===== src/rtl/dem_xuong_tff.sv =====
// Loadable down-counter built from T-type bit registers, with one-shot/auto-reload modes,
// cascadable borrow-out and a sticky done flag. Define DEM_XUONG_HEX_EN to add a hex0 decoder.
module dem_xuong_tff #(
  parameter int unsigned W = 4
) (
  input  logic         ck,
  input  logic         rs,
  input  logic         en,
  input  logic         bin,
  input  logic         ld,
  input  logic [W-1:0] d,
  input  logic         auto,
  output logic [W-1:0] q,
  output logic         tc,
  output logic         busy,
  output logic         done
`ifdef DEM_XUONG_HEX_EN
  ,
  output logic [6:0]   hex0
`endif
);

  typedef enum logic [1:0] {
    StIdle,
    StRun,
    StDone
  } state_e;

  state_e       state_q;
  logic [W-1:0] r_q;

  logic         step;
  logic         q_zero;
  logic         low_zero;
  logic [W-1:0] tog;
  logic [W-1:0] q_dec;

  // Bit i toggles when every lower bit is already 0; the q_zero gate stops 0 -> all-ones.
  always_comb begin
    step     = en & bin;
    q_zero   = (q == '0);
    tog      = '0;
    low_zero = 1'b1;
    for (int unsigned i = 0; i < W; i++) begin
      tog[i]   = step & ~q_zero & low_zero;
      low_zero = low_zero & ~q[i];
    end
    q_dec = q ^ tog;
  end

  // Borrow-out for the next stage: only the terminal step of a running count, and a load wins.
  assign tc = (state_q == StRun) & step & q_zero & ~ld;

  always_ff @(posedge ck) begin
    if (rs) begin
      state_q <= StIdle;
      q       <= '0;
      r_q     <= '0;
      busy    <= 1'b0;
      done    <= 1'b0;
    end else begin
      case (state_q)
        StIdle: begin
          if (ld) begin
            q       <= d;
            r_q     <= d;
            state_q <= StRun;
            busy    <= 1'b1;
            done    <= 1'b0;
          end
        end
        StRun: begin
          if (ld) begin
            q   <= d;
            r_q <= d;
          end else if (step) begin
            if (!q_zero) begin
              q <= q_dec;
            end else if (auto) begin
              q <= r_q;
            end else begin
              state_q <= StDone;
              busy    <= 1'b0;
              done    <= 1'b1;
            end
          end
        end
        StDone: begin
          if (ld) begin
            q       <= d;
            r_q     <= d;
            state_q <= StRun;
            busy    <= 1'b1;
            done    <= 1'b0;
          end
        end
        default: begin
          state_q <= StIdle;
          busy    <= 1'b0;
          done    <= 1'b0;
        end
      endcase
    end
  end

`ifdef DEM_XUONG_HEX_EN
  logic [3:0] nib;

  // Narrow counters show their value in the low nibble with zeros above.
  if (W >= 4) begin : g_nib_full
    assign nib = q[3:0];
  end else begin : g_nib_pad
    assign nib = {{(4 - W){1'b0}}, q};
  end

  // Active-low segments, bit order g..a.
  always_comb begin
    hex0 = 7'b1111111;
    case (nib)
      4'h0: hex0 = 7'b1000000;
      4'h1: hex0 = 7'b1111001;
      4'h2: hex0 = 7'b0100100;
      4'h3: hex0 = 7'b0110000;
      4'h4: hex0 = 7'b0011001;
      4'h5: hex0 = 7'b0010010;
      4'h6: hex0 = 7'b0000010;
      4'h7: hex0 = 7'b1111000;
      4'h8: hex0 = 7'b0000000;
      4'h9: hex0 = 7'b0010000;
      4'hA: hex0 = 7'b0001000;
      4'hB: hex0 = 7'b0000011;
      4'hC: hex0 = 7'b1000110;
      4'hD: hex0 = 7'b0100001;
      4'hE: hex0 = 7'b0000110;
      4'hF: hex0 = 7'b0001110;
      default: hex0 = 7'b1111111;
    endcase
  end
`endif

endmodule


===== config.mk =====
export PLATFORM = sky130hd
export DESIGN_NAME = dem_xuong_tff
export DESIGN_NICKNAME = d
export VERILOG_FILES = /design/src/rtl/dem_xuong_tff.sv
export SDC_FILE = /design/constraint.sdc
export NUM_CORES = 1
export LEC_CHECK = 0
export ABC_AREA = 1
export BUFFER_PORTS_ARGS = -buffer_cell sky130_fd_sc_hd__buf_4
export CAP_MARGIN = 20
export CORE_MARGIN = 1.5
export CORE_UTILIZATION = 50
export DETAILED_ROUTE_END_ITERATION = 16
export PLACE_DENSITY_LB_ADDON = 0.25
export REMOVE_ABC_BUFFERS = 1
export SLEW_MARGIN = 20
export SYNTH_ARGS = -nofsm -noshare
export SYNTH_HDL_FRONTEND = slang
export SYNTH_SLANG_ARGS = --single-unit

===== constraint.sdc =====
create_clock -name ck -period 1.7 [get_ports ck]
set_input_delay 0.34 -clock ck [delete_from_list [all_inputs] [get_ports ck]]
set_output_delay 0.34 -clock ck [all_outputs]
set_load 0.01 [all_outputs]

==> results of run 1 <==
==> metrics by stage <==
| step | hold slack, ns | cells | cell area (um2) | utilization, % | power (mW) |
|---|---|---|---|---|---|
| 4_1_cts | 0.2200 | 140 | 837.1 | 65.98 | 0.6807 |
| 3_5_place_dp | 0.4826 | 136 | 809.5 | 63.81 | 0.4939 |
| 5_1_grt | 0.2195 | 140 | 837.1 | 65.98 | 0.7183 |
| 2_1_floorplan | 0.4091 | 105 | 670.6 | - | 0.4308 |
| 6_report | 0.2200 | 140 | 837.1 | 65.98 | 0.6796 |
| 3_3_place_gp | 0.4816 | 136 | 809.5 | 63.81 | 0.4889 |
==> routing by layer <==
layer	wire, um	up-vias	share of wire (%)	track usage [%]
met1	626	312	43	23.21
met4	25	0	1.7	10.34
met5	0	-	0	0
met2	715	28	49	40.16
met3	94	4	6.4	5.114
li1	-	366	-	-
==> worst max-delay path, stage by stage (launching register included) <==
cell and delay (ns):
dfxtp_1 0.37, nor2_4 0.18, nand2_2 0.10, nor3_2 0.20
buf_4 0.15
==> cells by family after synthesis <==
group                    count (synthesis)  synth area share, %
XOR/XNOR                                 1                1.306
flip-flops                              11                32.84
AO/OA/AOI/OAI                           12                8.954
adder cells (fa/ha/maj)                  1                1.865
buffers and inverters                   16                8.954
AND/OR/NAND/NOR                         64                46.08
==> state kept, by name, summed over array words and instances (netlist names) <==
signal,count
busy,1
done,1
q,4
r_q,4
state_q,1
==> worst max-delay path by stage <==
stage,endpoint,startpoint,slack (ns)
final,tc,q[1],0.08
after global routing,tc,q[1],0.006
after CTS,tc,q[1],0.07
after detailed placement,q[1],q[1],0.22
after global placement,q[1],q[1],0.26
after floorplan,q[1],q[1],0.31
==> final cells by class <==
type | count | area share, %
clock buffers | 3 | 2.691
clock inverters | 1 | 0.5979
inverters | 16 | 7.175
multi-input cells | 78 | 46.64
flip-flops and latches | 11 | 26.31
well taps | 15 | 2.242
repair buffers | 16 | 14.35
==> report_power, final <==
part	internal, mW	switching [mW]
registers	0.279	0.0218
logic	0.0819	0.105
clock network	0.0874	0.104
total	0.448	0.232
==> synthesized netlist by cell type (2+ instances only) <==
| master | count | share of area [%] |
|---|---|---|
| inv_1 | 15 | 8.4 |
| nor2_4 | 2 | 3.4 |
| nand2_2 | 3 | 2.8 |
| a21oi_1 | 6 | 4.5 |
| o21ai_0 | 5 | 3.7 |
| dfxtp_1 | 11 | 33 |
| nand2_4 | 2 | 3.4 |
| nand2_1 | 25 | 14 |
| nor2_1 | 17 | 9.5 |
| nor2_2 | 2 | 1.9 |
| nand3_1 | 7 | 5.2 |
==> flow_metrics.env, run 1 <==
export IMPL_status="completed"
export IMPL_critPathRequiredTime_ns=1.36
export IMPL_synthToLayoutAreaGrowth_pct=24.81
export IMPL_grt_pass1_wl_um=2290
export IMPL_fin_tns_setup_ns=0
export IMPL_ios=17
export IMPL_mostFrequentLayoutCells="nand2_1, nor2_1, buf_4"
export IMPL_grt_pass1_vias=600
export IMPL_clock_fmax_ghz=0.6166
export IMPL_cts_root_buffer="clkbuf_4"
export IMPL_seq_area_um2=220.2
export IMPL_cts_made_buffers=3
export IMPL_grt_usage_pct=22.03
export IMPL_power_density_nw_per_um2=811.9
export IMPL_postCtsHoldBufs=0
export IMPL_async_reset_ff_share_pct=0
export IMPL_rows=13
export IMPL_hold_depth=2
export IMPL_grt_start_max_net_pins=10
export IMPL_cts_tree="done"
export IMPL_routed_via_density=5.071
export IMPL_rsz0062_at_grt="false"
export IMPL_path_clk_slew_ns=0.08
export IMPL_yosysUniqueCellTypes=21
export IMPL_synthFlopType="dfxtp_1"
export IMPL_coreArea_um2=1269
export IMPL_drtIter0Drc=13
export IMPL_worst_r2r_cell_count=9
export IMPL_htreeDepth=1
export IMPL_cts_sinks=11
export IMPL_clk_latency_ns=0.28
export IMPL_gp_congestion=0.8029
export IMPL_drive_gt1_share_pct=25.60
export IMPL_p_leak_nw=0.4506
export IMPL_period_share_pct=95.39
export IMPL_worstMarginPinSlew_ns=0.2655
export IMPL_hp_start="rs"
export IMPL_fin_worst_skew_ns=0.003256
export IMPL_initial_core_util_pct=52.86
export IMPL_cp_max_fo=5
export IMPL_rrSetupSlack_ns=0.20
export IMPL_worst_setup_path_type="register to output port"
export IMPL_portBuffers=16
export IMPL_antenna_found_initial=0
export IMPL_syn_area_um2=670.6
export IMPL_crit_path_start_kind="register"
export IMPL_ys_ff_latch=11
export IMPL_synth_edf_count=0
export IMPL_post_cts_resize_count=0
export IMPL_seq_area_frac_synth_pct=32.84
export IMPL_grt_remaining_overflow=0
export IMPL_hold_viol_final=0
export IMPL_fin_ws_ns=0.07832
export IMPL_hold_path_end="done"
export IMPL_dieWidth_um=39.63
export IMPL_final_common_cell="nand2_1"
export IMPL_period_needed_ns=1.622
export IMPL_r2r_end="q[1]"
export IMPL_cap_violations=0
export IMPL_syn_inst=105
export IMPL_dp_hpwl_um=1146
export IMPL_ys_warn_count=0
export IMPL_cts_buffer_depth=2
export IMPL_drt_pass1_iterations=4
export IMPL_drc_errors=0
export IMPL_hp_class="input pin to register"
export IMPL_vias=710
export IMPL_routed_wl_um=1462
export IMPL_cts_setup_buffers=0
export IMPL_syn_area_per_cell_um2=6.387
export IMPL_ant_nets=0
export IMPL_peakVddDrop_uv=583.4
export IMPL_nFillCells=129
export IMPL_slew_headroom_pct=82.28
export IMPL_fin_nets=137
export IMPL_slew_violations=0
export IMPL_setup_violations=0
export IMPL_diodes=0
export IMPL_wl_per_cell_um=10.44
export IMPL_dieArea_um2=1570
export IMPL_multi_input_area_um2=390.4
export IMPL_timing_rr_start="q[1]"
export IMPL_crit_path_end_kind="output port"
export IMPL_pre_cts_ws_ns=0.2154
export IMPL_die_height_um=39.63
export IMPL_arrival_ns=1.28
Note: power is estimated with default switching activity, not from simulation.
==> run 2: changes to the inputs <==
- GPL_TIMING_DRIVEN: default -> 0
==> run 2 against run 1 <==
Clock power fell by 6%. Worst hold slack gained 0.017 ns. Sequential cell count stayed put. Via count shrank 4.8%. Worst setup slack improved by 0.024 ns. Count of clock-buffer cells in the layout unchanged. Global-route usage decreased by 1.2 points. Clock skew is 0.0019 ns lower. Combinational power about the same. Die area is the same. Design area stayed put. Sequential power about the same. Largest cell class unchanged. Highest routed layer unchanged.
==> flow_metrics.env, run 2 (synthesis gave the netlist of run 1 again) <==
export IMPL_clock_fmax_ghz=0.6259
export IMPL_grt_usage_pct=20.78
export IMPL_period_share_pct=93.99
export IMPL_rows=13
export IMPL_nFillCells=123
export IMPL_dieWidth_um=39.63
export IMPL_setup_violations=0
export IMPL_rsz0062_at_grt="false"
export IMPL_rrSetupSlack_ns=0.21
export IMPL_portBuffers=16
export IMPL_fin_worst_skew_ns=0.001388
export IMPL_intPower_mw=0.4473
export IMPL_power_total_mw=0.6655
export IMPL_reg_top3="q (4), r_q (4)"
export IMPL_dp_hpwl_um=1120
export IMPL_routed_wl_um=1406
export IMPL_grt_remaining_overflow=0
export IMPL_grt_pass1_vias=565
export IMPL_initial_core_util_pct=52.86
export IMPL_worstMarginPinSlew_ns=0.2688
export IMPL_critPathRequiredTime_ns=1.36
export IMPL_grt_start_max_net_pins=10
export IMPL_crit_path_start_kind="register"
export IMPL_slew_violations=0
export IMPL_comb_power_share_pct=27.8
export IMPL_sequentialPowerShare_pct=45.1
export IMPL_hp_class="input pin to register"
export IMPL_cap_violations=0
export IMPL_final_common_cell="nand2_1"
export IMPL_diodes=0
export IMPL_arrival_ns=1.26
export IMPL_fin_nets=137
export IMPL_fin_tns_setup_ns=0
export IMPL_clock_power_share_pct=27.0
export IMPL_wl_per_cell_um=10.04
export IMPL_dieArea_um2=1570
export IMPL_worst_setup_path_type="register to output port"
export IMPL_post_cts_resize_count=0
export IMPL_fin_hold_ws_ns=0.2372
export IMPL_dp_cells=136
export IMPL_drive_gt1_share_pct=25.60
export IMPL_drc_errors=0
export IMPL_swShare_pct=32.79
export IMPL_ant_nets=0
export IMPL_path_clk_slew_ns=0.08
export IMPL_slew_headroom_pct=82.06
export IMPL_finalNonFillerCells=140
export IMPL_status="completed"
export IMPL_cts_buffer_depth=2
export IMPL_drt_pass1_iterations=4
export IMPL_design_area_um2=837.1
export IMPL_crit_path_max_incr_delay_ns=0.37
export IMPL_coreArea_um2=1269
export IMPL_vias=676
export IMPL_cts_root_buffer="clkbuf_4"
export IMPL_period_needed_ns=1.598
export IMPL_gp_congestion=0.7655
export IMPL_mostFrequentLayoutCells="nand2_1, nor2_1, buf_4"
export IMPL_crit_path_end_kind="output port"
export IMPL_die_height_um=39.63
export IMPL_peakVddDrop_uv=504.6
export IMPL_critPathLaunch="q[1]"
export IMPL_cts_made_buffers=3
export IMPL_antenna_found_initial=0
export IMPL_routed_via_density=4.829
export IMPL_cts_setup_buffers=0
export IMPL_cp_slowest_cell="dfxtp_1"
export IMPL_htreeDepth=1
export IMPL_switchingPower_mw=0.2182
export IMPL_crit_end="tc"
export IMPL_cts_tree="done"
export IMPL_power_density_nw_per_um2=795.0
export IMPL_drtIter0Drc=19
export IMPL_crit_chain="nor2_4, nand2_2, nor3_2, buf_4"
export IMPL_timing_rr_start="q[1]"
export IMPL_p_leak_nw=0.4506
export IMPL_cts_sinks=11
export IMPL_clk_latency_ns=0.26
export IMPL_worst_r2r_cell_count=10
export IMPL_ios=17
export IMPL_synthToLayoutAreaGrowth_pct=24.81
export IMPL_placed_cell_area_um2=809.5
export IMPL_cp_max_fo=5
export IMPL_postCtsHoldBufs=0
export IMPL_r2r_end="q[0]"
export IMPL_grt_pass1_wl_um=2187
export IMPL_hold_viol_final=0
==> run 2: worst min path at each step <==
| stage | start | to | slack, ns | cells past startpoint |
|---|---|---|---|---|
| detailed placement | done | done | 0.48 | 2 |
| CTS | rs | done | 0.23 | 2 |
| floorplan | rs | done | 0.41 | 1 |
| global route | rs | done | 0.23 | 2 |
| global placement | r_q[0] | r_q[0] | 0.48 | 2 |
| finish | rs | done | 0.24 | 2 |
==> run 2: critical path: cells and delay by family, from the launching register on <==
kind	cells	cell delay [ns]
buffers and inverters	1	0.15
flip-flops	1	0.37
AND/OR/NAND/NOR	3	0.47
==> run 2: layer usage <==
layer	part of all wire (%)	track usage [%]	vias up	wire length, um
met1	44	23.02	298	612
met3	4.8	3.409	2	68
li1	-	-	363	-
met5	0	0	-	0
met2	51	38.52	13	711
met4	0.92	7.759	0	13
==> run 2: area by class of cell <==
cell class	count	area, um2	share of cell area [%]
clock buffers	3	22.52	2.691
clock inverters	1	5.005	0.5979
inverters	16	60.06	7.175
multi-input cells	78	390.4	46.64
flip-flops and latches	11	220.2	26.31
well taps	15	18.77	2.242
repair buffers	16	120.1	14.35
==> run 2: power by group through the flow <==
stage / Sequential, mW / Clock (mW) / Combinational, mW
after floorplan: 0.309 / 0 / 0.121
after global routing: 0.304 / 0.193 / 0.211
after global placement: 0.306 / 0 / 0.183
final: 0.300 / 0.180 / 0.185
after CTS: 0.300 / 0.184 / 0.188
after detailed placement: 0.307 / 0 / 0.186
==> run 2: through the flow <==
stage          setup slack, ns  util [%]
2_1_floorplan           0.3064         -
3_3_place_gp            0.2183     63.81
3_5_place_dp            0.2009     63.81
4_1_cts                0.08185     65.98
5_1_grt                0.03493     65.98
6_report                0.1022     65.98
